`config.mk`:
```
export PLATFORM = sky130hd
export DESIGN_NAME = deviation_display_mux
export DESIGN_NICKNAME = d
export VERILOG_FILES = /design/src/rtl/deviation_display_mux.sv
export SDC_FILE = /design/constraint.sdc
export NUM_CORES = 1
export LEC_CHECK = 0
export BUFFER_PORTS_ARGS = -buffer_cell sky130_fd_sc_hd__buf_2
export CAP_MARGIN = 10
export CORE_MARGIN = 2
export CORE_UTILIZATION = 50
export CTS_CLUSTER_SIZE = 25
export DETAILED_ROUTE_END_ITERATION = 16
export GPL_TIMING_DRIVEN = 0
export MAX_ROUTING_LAYER = met4
export PLACE_DENSITY_LB_ADDON = 0.25
export SLEW_MARGIN = 20
export SYNTH_ARGS = -nofsm -noshare
export SYNTH_HDL_FRONTEND = slang
export SYNTH_SLANG_ARGS = --single-unit
```
`constraint.sdc`:
```
create_clock -name clk -period 4.3 [get_ports clk]
set_input_delay 0 -clock clk [delete_from_list [all_inputs] [get_ports clk]]
set_output_delay 0 -clock clk [all_outputs]
set_load 0.05 [all_outputs]
```
`src/rtl/deviation_display_mux.sv`:
```
// Multi-channel position-to-deviation converter with a stability filter and a
// time-multiplexed active-low 7-segment display bank.
module deviation_display_mux #(
    parameter int unsigned CHANNELS  = 2,
    parameter int unsigned POS_W     = 32,
    parameter int unsigned POS_MIN   = 228,
    parameter int unsigned POS_MAX   = 830,
    parameter int unsigned CENTER    = 544,
    parameter int unsigned STEP      = 33,
    parameter int unsigned MAX_DIGIT = 9,
    parameter int unsigned STABLE_N  = 2,
    parameter int unsigned SCAN_DIV  = 50000
) (
    input  logic                                               clk,
    input  logic                                               rst,
    input  logic [CHANNELS*POS_W-1:0]                          pos,
    output logic [CHANNELS*4-1:0]                              digit_out,
    output logic [CHANNELS-1:0]                                pos_right,
    output logic                                               conv_done,
    output logic [(CHANNELS > 1 ? $clog2(CHANNELS) : 1)-1:0]  conv_ch,
    output logic [6:0]                                         seg_n,
    output logic                                               side_n,
    output logic [CHANNELS-1:0]                                dig_sel_n
);

    localparam int unsigned CH_W  = (CHANNELS > 1) ? $clog2(CHANNELS) : 1;
    localparam int unsigned CNT_W = $clog2(STABLE_N + 1);
    localparam int unsigned SC_W  = $clog2(SCAN_DIV);

    localparam logic [POS_W-1:0] MIN_V    = POS_W'(POS_MIN);
    localparam logic [POS_W-1:0] MAX_V    = POS_W'(POS_MAX);
    localparam logic [POS_W-1:0] CENTER_V = POS_W'(CENTER);
    localparam logic [POS_W:0]   STEP_V   = (POS_W + 1)'(STEP);
    localparam logic [POS_W:0]   HALF_V   = (POS_W + 1)'(STEP / 2);
    localparam logic [CH_W-1:0]  LAST_CH  = CH_W'(CHANNELS - 1);

    typedef enum logic [1:0] {StLoad, StDiv, StCommit} state_e;

    state_e state_q, state_d;

    logic [POS_W:0]                rem_q;
    logic [3:0]                    q_q;
    logic [3:0]                    raw_q;
    logic                          raw_right_q;
    logic [CH_W-1:0]               conv_ch_q;
    logic [CHANNELS-1:0][4:0]      cand_q;
    logic [CHANNELS-1:0][CNT_W-1:0] cnt_q;
    logic [CHANNELS-1:0][3:0]      digit_q;
    logic [CHANNELS-1:0]           right_q;

    logic [POS_W-1:0] pos_sel;
    logic [POS_W-1:0] mag;
    logic             in_range;
    logic             div_step;
    logic [4:0]       cand_new;
    logic [CNT_W-1:0] cnt_cur;
    logic [CNT_W-1:0] cnt_new;
    logic             commit;

    always_comb begin
        pos_sel  = pos[conv_ch_q*POS_W +: POS_W];
        in_range = (pos_sel >= MIN_V) && (pos_sel <= MAX_V);
        mag      = (pos_sel >= CENTER_V) ? (pos_sel - CENTER_V) : (CENTER_V - pos_sel);
        div_step = (rem_q >= STEP_V) && (q_q < 4'(MAX_DIGIT));
        cand_new = {raw_q, raw_right_q};
        cnt_cur  = cnt_q[conv_ch_q];
        if (cand_q[conv_ch_q] == cand_new) begin
            cnt_new = (cnt_cur >= CNT_W'(STABLE_N)) ? cnt_cur : cnt_cur + 1'b1;
        end else begin
            cnt_new = CNT_W'(1);
        end
        commit = (cnt_new == CNT_W'(STABLE_N));
    end

    // Converter FSM: state register, next state, outputs.
    always_ff @(posedge clk or posedge rst) begin
        if (rst) begin
            state_q <= StLoad;
        end else begin
            state_q <= state_d;
        end
    end

    always_comb begin
        state_d = state_q;
        case (state_q)
            StLoad:   state_d = in_range ? StDiv : StCommit;
            StDiv:    if (!div_step) state_d = StCommit;
            StCommit: state_d = StLoad;
            default:  state_d = StLoad;
        endcase
    end

    always_comb begin
        conv_done = (state_q == StCommit);
    end

    always_ff @(posedge clk or posedge rst) begin
        if (rst) begin
            rem_q       <= '0;
            q_q         <= '0;
            raw_q       <= 4'hF;
            raw_right_q <= 1'b0;
            conv_ch_q   <= '0;
            cand_q      <= '0;
            cnt_q       <= '0;
            digit_q     <= {CHANNELS{4'hF}};
            right_q     <= '0;
        end else begin
            case (state_q)
                StLoad: begin
                    if (in_range) begin
                        rem_q       <= {1'b0, mag} + HALF_V;
                        q_q         <= '0;
                        raw_right_q <= (pos_sel >= CENTER_V);
                    end else begin
                        raw_q       <= 4'hF;
                        raw_right_q <= 1'b0;
                    end
                end
                StDiv: begin
                    if (div_step) begin
                        rem_q <= rem_q - STEP_V;
                        q_q   <= q_q + 4'd1;
                    end else begin
                        raw_q <= q_q;
                    end
                end
                StCommit: begin
                    cand_q[conv_ch_q] <= cand_new;
                    cnt_q[conv_ch_q]  <= cnt_new;
                    if (commit) begin
                        digit_q[conv_ch_q] <= raw_q;
                        right_q[conv_ch_q] <= raw_right_q;
                    end
                    conv_ch_q <= (conv_ch_q == LAST_CH) ? '0 : conv_ch_q + 1'b1;
                end
                default: ;
            endcase
        end
    end

    assign digit_out = digit_q;
    assign pos_right = right_q;
    assign conv_ch   = conv_ch_q;

    // Display scan, free-running and independent of the converter.
    logic [SC_W-1:0] scan_cnt_q;
    logic [CH_W-1:0] scan_ch_q;
    logic [6:0]      seg_n_q;
    logic            side_n_q;
    logic [CHANNELS-1:0] dig_sel_n_q;

    function automatic logic [6:0] seg_of(input logic [3:0] d);
        case (d)
            4'd0:    seg_of = 7'h7E;
            4'd1:    seg_of = 7'h30;
            4'd2:    seg_of = 7'h6D;
            4'd3:    seg_of = 7'h79;
            4'd4:    seg_of = 7'h33;
            4'd5:    seg_of = 7'h5B;
            4'd6:    seg_of = 7'h5F;
            4'd7:    seg_of = 7'h70;
            4'd8:    seg_of = 7'h7F;
            4'd9:    seg_of = 7'h7B;
            default: seg_of = 7'h00;
        endcase
    endfunction

    always_ff @(posedge clk or posedge rst) begin
        if (rst) begin
            scan_cnt_q  <= '0;
            scan_ch_q   <= '0;
            seg_n_q     <= 7'h7F;
            side_n_q    <= 1'b1;
            dig_sel_n_q <= ~CHANNELS'(1);
        end else begin
            if (scan_cnt_q == SC_W'(SCAN_DIV - 1)) begin
                scan_cnt_q <= '0;
                scan_ch_q  <= (scan_ch_q == LAST_CH) ? '0 : scan_ch_q + 1'b1;
            end else begin
                scan_cnt_q <= scan_cnt_q + 1'b1;
            end
            seg_n_q     <= ~seg_of(digit_q[scan_ch_q]);
            side_n_q    <= ~right_q[scan_ch_q];
            dig_sel_n_q <= ~(CHANNELS'(1) << scan_ch_q);
        end
    end

    assign seg_n     = seg_n_q;
    assign side_n    = side_n_q;
    assign dig_sel_n = dig_sel_n_q;

endmodule

```
==> results.sh <==
export IMPL_met1Wirelength_mm=6.93
export IMPL_worstPathCellList="buf_6, buf_8, buf_6, buf_2, buf_4, buf_2, mux2i_1, ha_1, nand2_1, o21ai_0, a211oi_1, a21oi_1, xnor2_1, nor3b_1, o211ai_1, nand4_1"
export IMPL_yosys_top_cells_area="dfrtp_1, dfstp_2, mux2i_1, mux2_2, nor2_1"
export IMPL_clock_latency_ps=350
export IMPL_antenna_found_initial=0
export IMPL_gp_congestion=0.955
export IMPL_clock_sinks=96
export IMPL_root_buffer="clkbuf_16"
export IMPL_leakage_nw=2.79
export IMPL_port_buffers=87
export IMPL_final_net_count=864
export IMPL_critPathBufInv=6
export IMPL_p_int_mw=1.44
export IMPL_wl_met2_mm=7.76
export IMPL_yosysTopAreaCellShare_pct=30.5
export IMPL_drt_iter0_drc=376
export IMPL_diodes=0
export IMPL_clkPwrFrac_pct=43.5
export IMPL_cpLargestDelayFamily="buffers and inverters"
export IMPL_hold_viol_final=0
export IMPL_syn_nets=764
export IMPL_die_x_um=115
export IMPL_p_switching_mw=0.434
export IMPL_wl_per_cell_um=16.9
export IMPL_cts_tree="done"
export IMPL_vias=5536
export IMPL_yosys_area_share_simple_pct=22.6
export IMPL_setup_tns_ps=0
export IMPL_wl_mm=15.8
export IMPL_post_dp_hpwl_mm=11.8
export IMPL_top_layer="met4"
export IMPL_grt_pass1_wl_mm=26.3
export IMPL_cp_start_kind="flop"
export IMPL_fmax_mhz=256
export IMPL_synth_top_flop_cell="dfrtp_1"
export IMPL_synth_mux_area_fraction_pct=9.77
export IMPL_fin_crit_sh_pct=90.9
export IMPL_slew_violations=0
export IMPL_htreeDepth=3
export IMPL_dpl_cell_area_sq_mm=0.00681
export IMPL_ios=88
export IMPL_combPwrFrac_pct=8.0
export IMPL_cts_buffers=9
export IMPL_die_h_um=115
export IMPL_grt_max_degree=71
export IMPL_cts_clk_slew_worst_paths_ps=70
export IMPL_cp_slowest_stage_delay_ps=480
export IMPL_clockBufferDepth=2
export IMPL_rsz0062_at_grt="false"
export IMPL_worst_slew_pin_slew_ps=846
export IMPL_cts_resized_gates=0
export IMPL_ys_seq_area_share_pct=39.4
export IMPL_setup_ws_ps=392
export IMPL_grt_use_total_pct=25.5
export IMPL_firstDrtPassIters=5
export IMPL_grt_pass1_vias=5449
export IMPL_wl_met3_um=827
export IMPL_netlist_instances=682
export IMPL_synth_xor_xnor_area_share_pct=6.40
export IMPL_synth_compound_area_share_pct=14.9
export IMPL_hold_path_class="input pin to async pin"
export IMPL_grt_ovfl_total=0
export IMPL_yosysMostFrequentCell="dfrtp_1"
export IMPL_cp_max_fo=10
export IMPL_peakVddDrop_uv=177
export IMPL_syn_to_final_growth_pct=15.7
export IMPL_setup_violations_final=0
export IMPL_synth_edff_count=0
export IMPL_antenna_left=0
export IMPL_relSlewSlack_pct=43.1
export IMPL_core_area_sq_mm=0.0120
export IMPL_drive_gt1_share_pct=21.9
export IMPL_ys_ff_latch=96
export IMPL_synth_common_cells="dfrtp_1, nor2_1, nand2_1"
export IMPL_row_count=40
export IMPL_maxCapViolations=0
export IMPL_synth_top_family_by_area="simple AND/OR/NAND/NOR gates"
export IMPL_seqPwrFrac_pct=48.5
export IMPL_finalCriticalPeriod_ps=3910
export IMPL_cellPowerDensity_mw_per_mm2=262
export IMPL_avgViaCountPerCell=5.93
export IMPL_yosysWarnings=0
export IMPL_cp_slowest_cell="dfrtp_1"
export IMPL_synth_distinct_cells=68
export IMPL_synth_avg_cell_area_sq_um=9.03
export IMPL_fin_hold_ws_ps=149
export IMPL_synthAdderAreaFrac_pct=3.25
export IMPL_cp_arrival_ps=4120
export IMPL_required_ps=4510
export IMPL_p_sw_share_pct=23.2
export IMPL_finalPower_mw=1.87
export IMPL_die_area_sq_mm=0.0132
export IMPL_run_status="complete, no violations"
export IMPL_post_place_ws_ps=416
export IMPL_async_reset_ff_share_pct=100
export IMPL_synth_area_sq_mm=0.00616
export IMPL_start_util_pct=51.3
export IMPL_cp_end_kind="flop"
export IMPL_drc_errors=0
export IMPL_worstSetupPathType="flop to flop"
export IMPL_worst_clock_skew_ps=8.77
export IMPL_finalInstanceArea_sq_mm=0.00712
export IMPL_synth_top_area_cell="dfrtp_1"
[per-stage QoR]
stage / utilization, % / std cells
finish: 59.3 / 934
global route: 59.3 / 934
global placement: 56.4 / 916
floorplan: - / 682
detailed placement: 56.7 / 917
CTS: 59.3 / 934
[timing repair]
action,in CTS,in global routing
hold buffers,1,0
hold endpoints to repair,83,0
setup buffers,0,0
[power by group through the flow]
stage               Sequential, mW  Combinational (mW)  Clock (mW)
finish                       0.906               0.149       0.814
global route                 0.906               0.165       0.867
CTS                          0.906               0.149       0.830
detailed placement           0.922               0.148           0
global placement             0.922               0.141           0
floorplan                    0.922              0.0821           0
[cells by family (layout without fill, tap and decap cells)]
kind of cell | Yosys count | after routing
multiplexers | 57 | 57
adder cells (fa/ha/maj) | 16 | 16
XOR/XNOR | 45 | 45
flip-flops | 96 | 96
AO/OA/AOI/OAI | 149 | 149
buffers and inverters | 48 | 153
AND/OR/NAND/NOR | 271 | 271
[cell type report]
type | instances | area (sq um)
fillers | 1031 | 4890
clock inverters | 6 | 65.1
well taps | 147 | 184
clock buffers | 10 | 239
multi-input cells | 538 | 3510
repair buffers | 89 | 473
inverters | 20 | 80.1
flip-flops and latches | 96 | 2430
plain buffers | 28 | 149
[registers in the layout, summed over array words and instances, names as in the netlist]
signal,cells
cand_q,10
cnt_q,4
conv_ch,1
dig_sel_n,2
digit_out,8
pos_right,2
q_q,4
raw_q,4
raw_right_q,1
rem_q,33
scan_ch_q,1
scan_cnt_q,16
seg_n,7
side_n,1
state_q,2
[tightest hold or removal path: stages]
cell and delay, ps:
dlygate4sd3_1 530, buf_2 140, inv_6 200
[cell usage in the layout (no fill, tap or decap), types with 19 or more instances in the layout]
cell,Yosys,final
o21ai_0,53,53
xor2_1,19,19
dfstp_2,21,21
a21oi_1,37,37
dfrtp_1,75,75
nand3_1,28,28
nor2_1,72,72
mux2i_1,32,32
nand2_1,58,58
buf_2,5,92
xnor2_1,26,26
mux2_2,25,25
nor3_1,30,30
[layer usage]
| metal | track usage, % | vias to the layer above |
|---|---|---|
| met5 | - | - |
| met4 | 6.99 | 0 |
| met3 | 4.53 | 19 |
| met2 | 43.0 | 204 |
| met1 | 31.6 | 2662 |
| li1 | - | 2651 |
[path summary, 6_finish.rpt]
kind	startpoint	to	slack, ps	depth (start not counted)
min in group clk	pos[0]	rem_q[0]	190	4
min	rst	scan_cnt_q[11]	150	3
max	conv_ch	rem_q[9]	390	16
max reg2reg	conv_ch	rem_q[9]	390	16
max in group asynchronous	rst	raw_q[2]	3490	4
min reg2reg	scan_ch_q	dig_sel_n[0]	380	0
No activity file was read; power rests on OpenSTA's default activity.
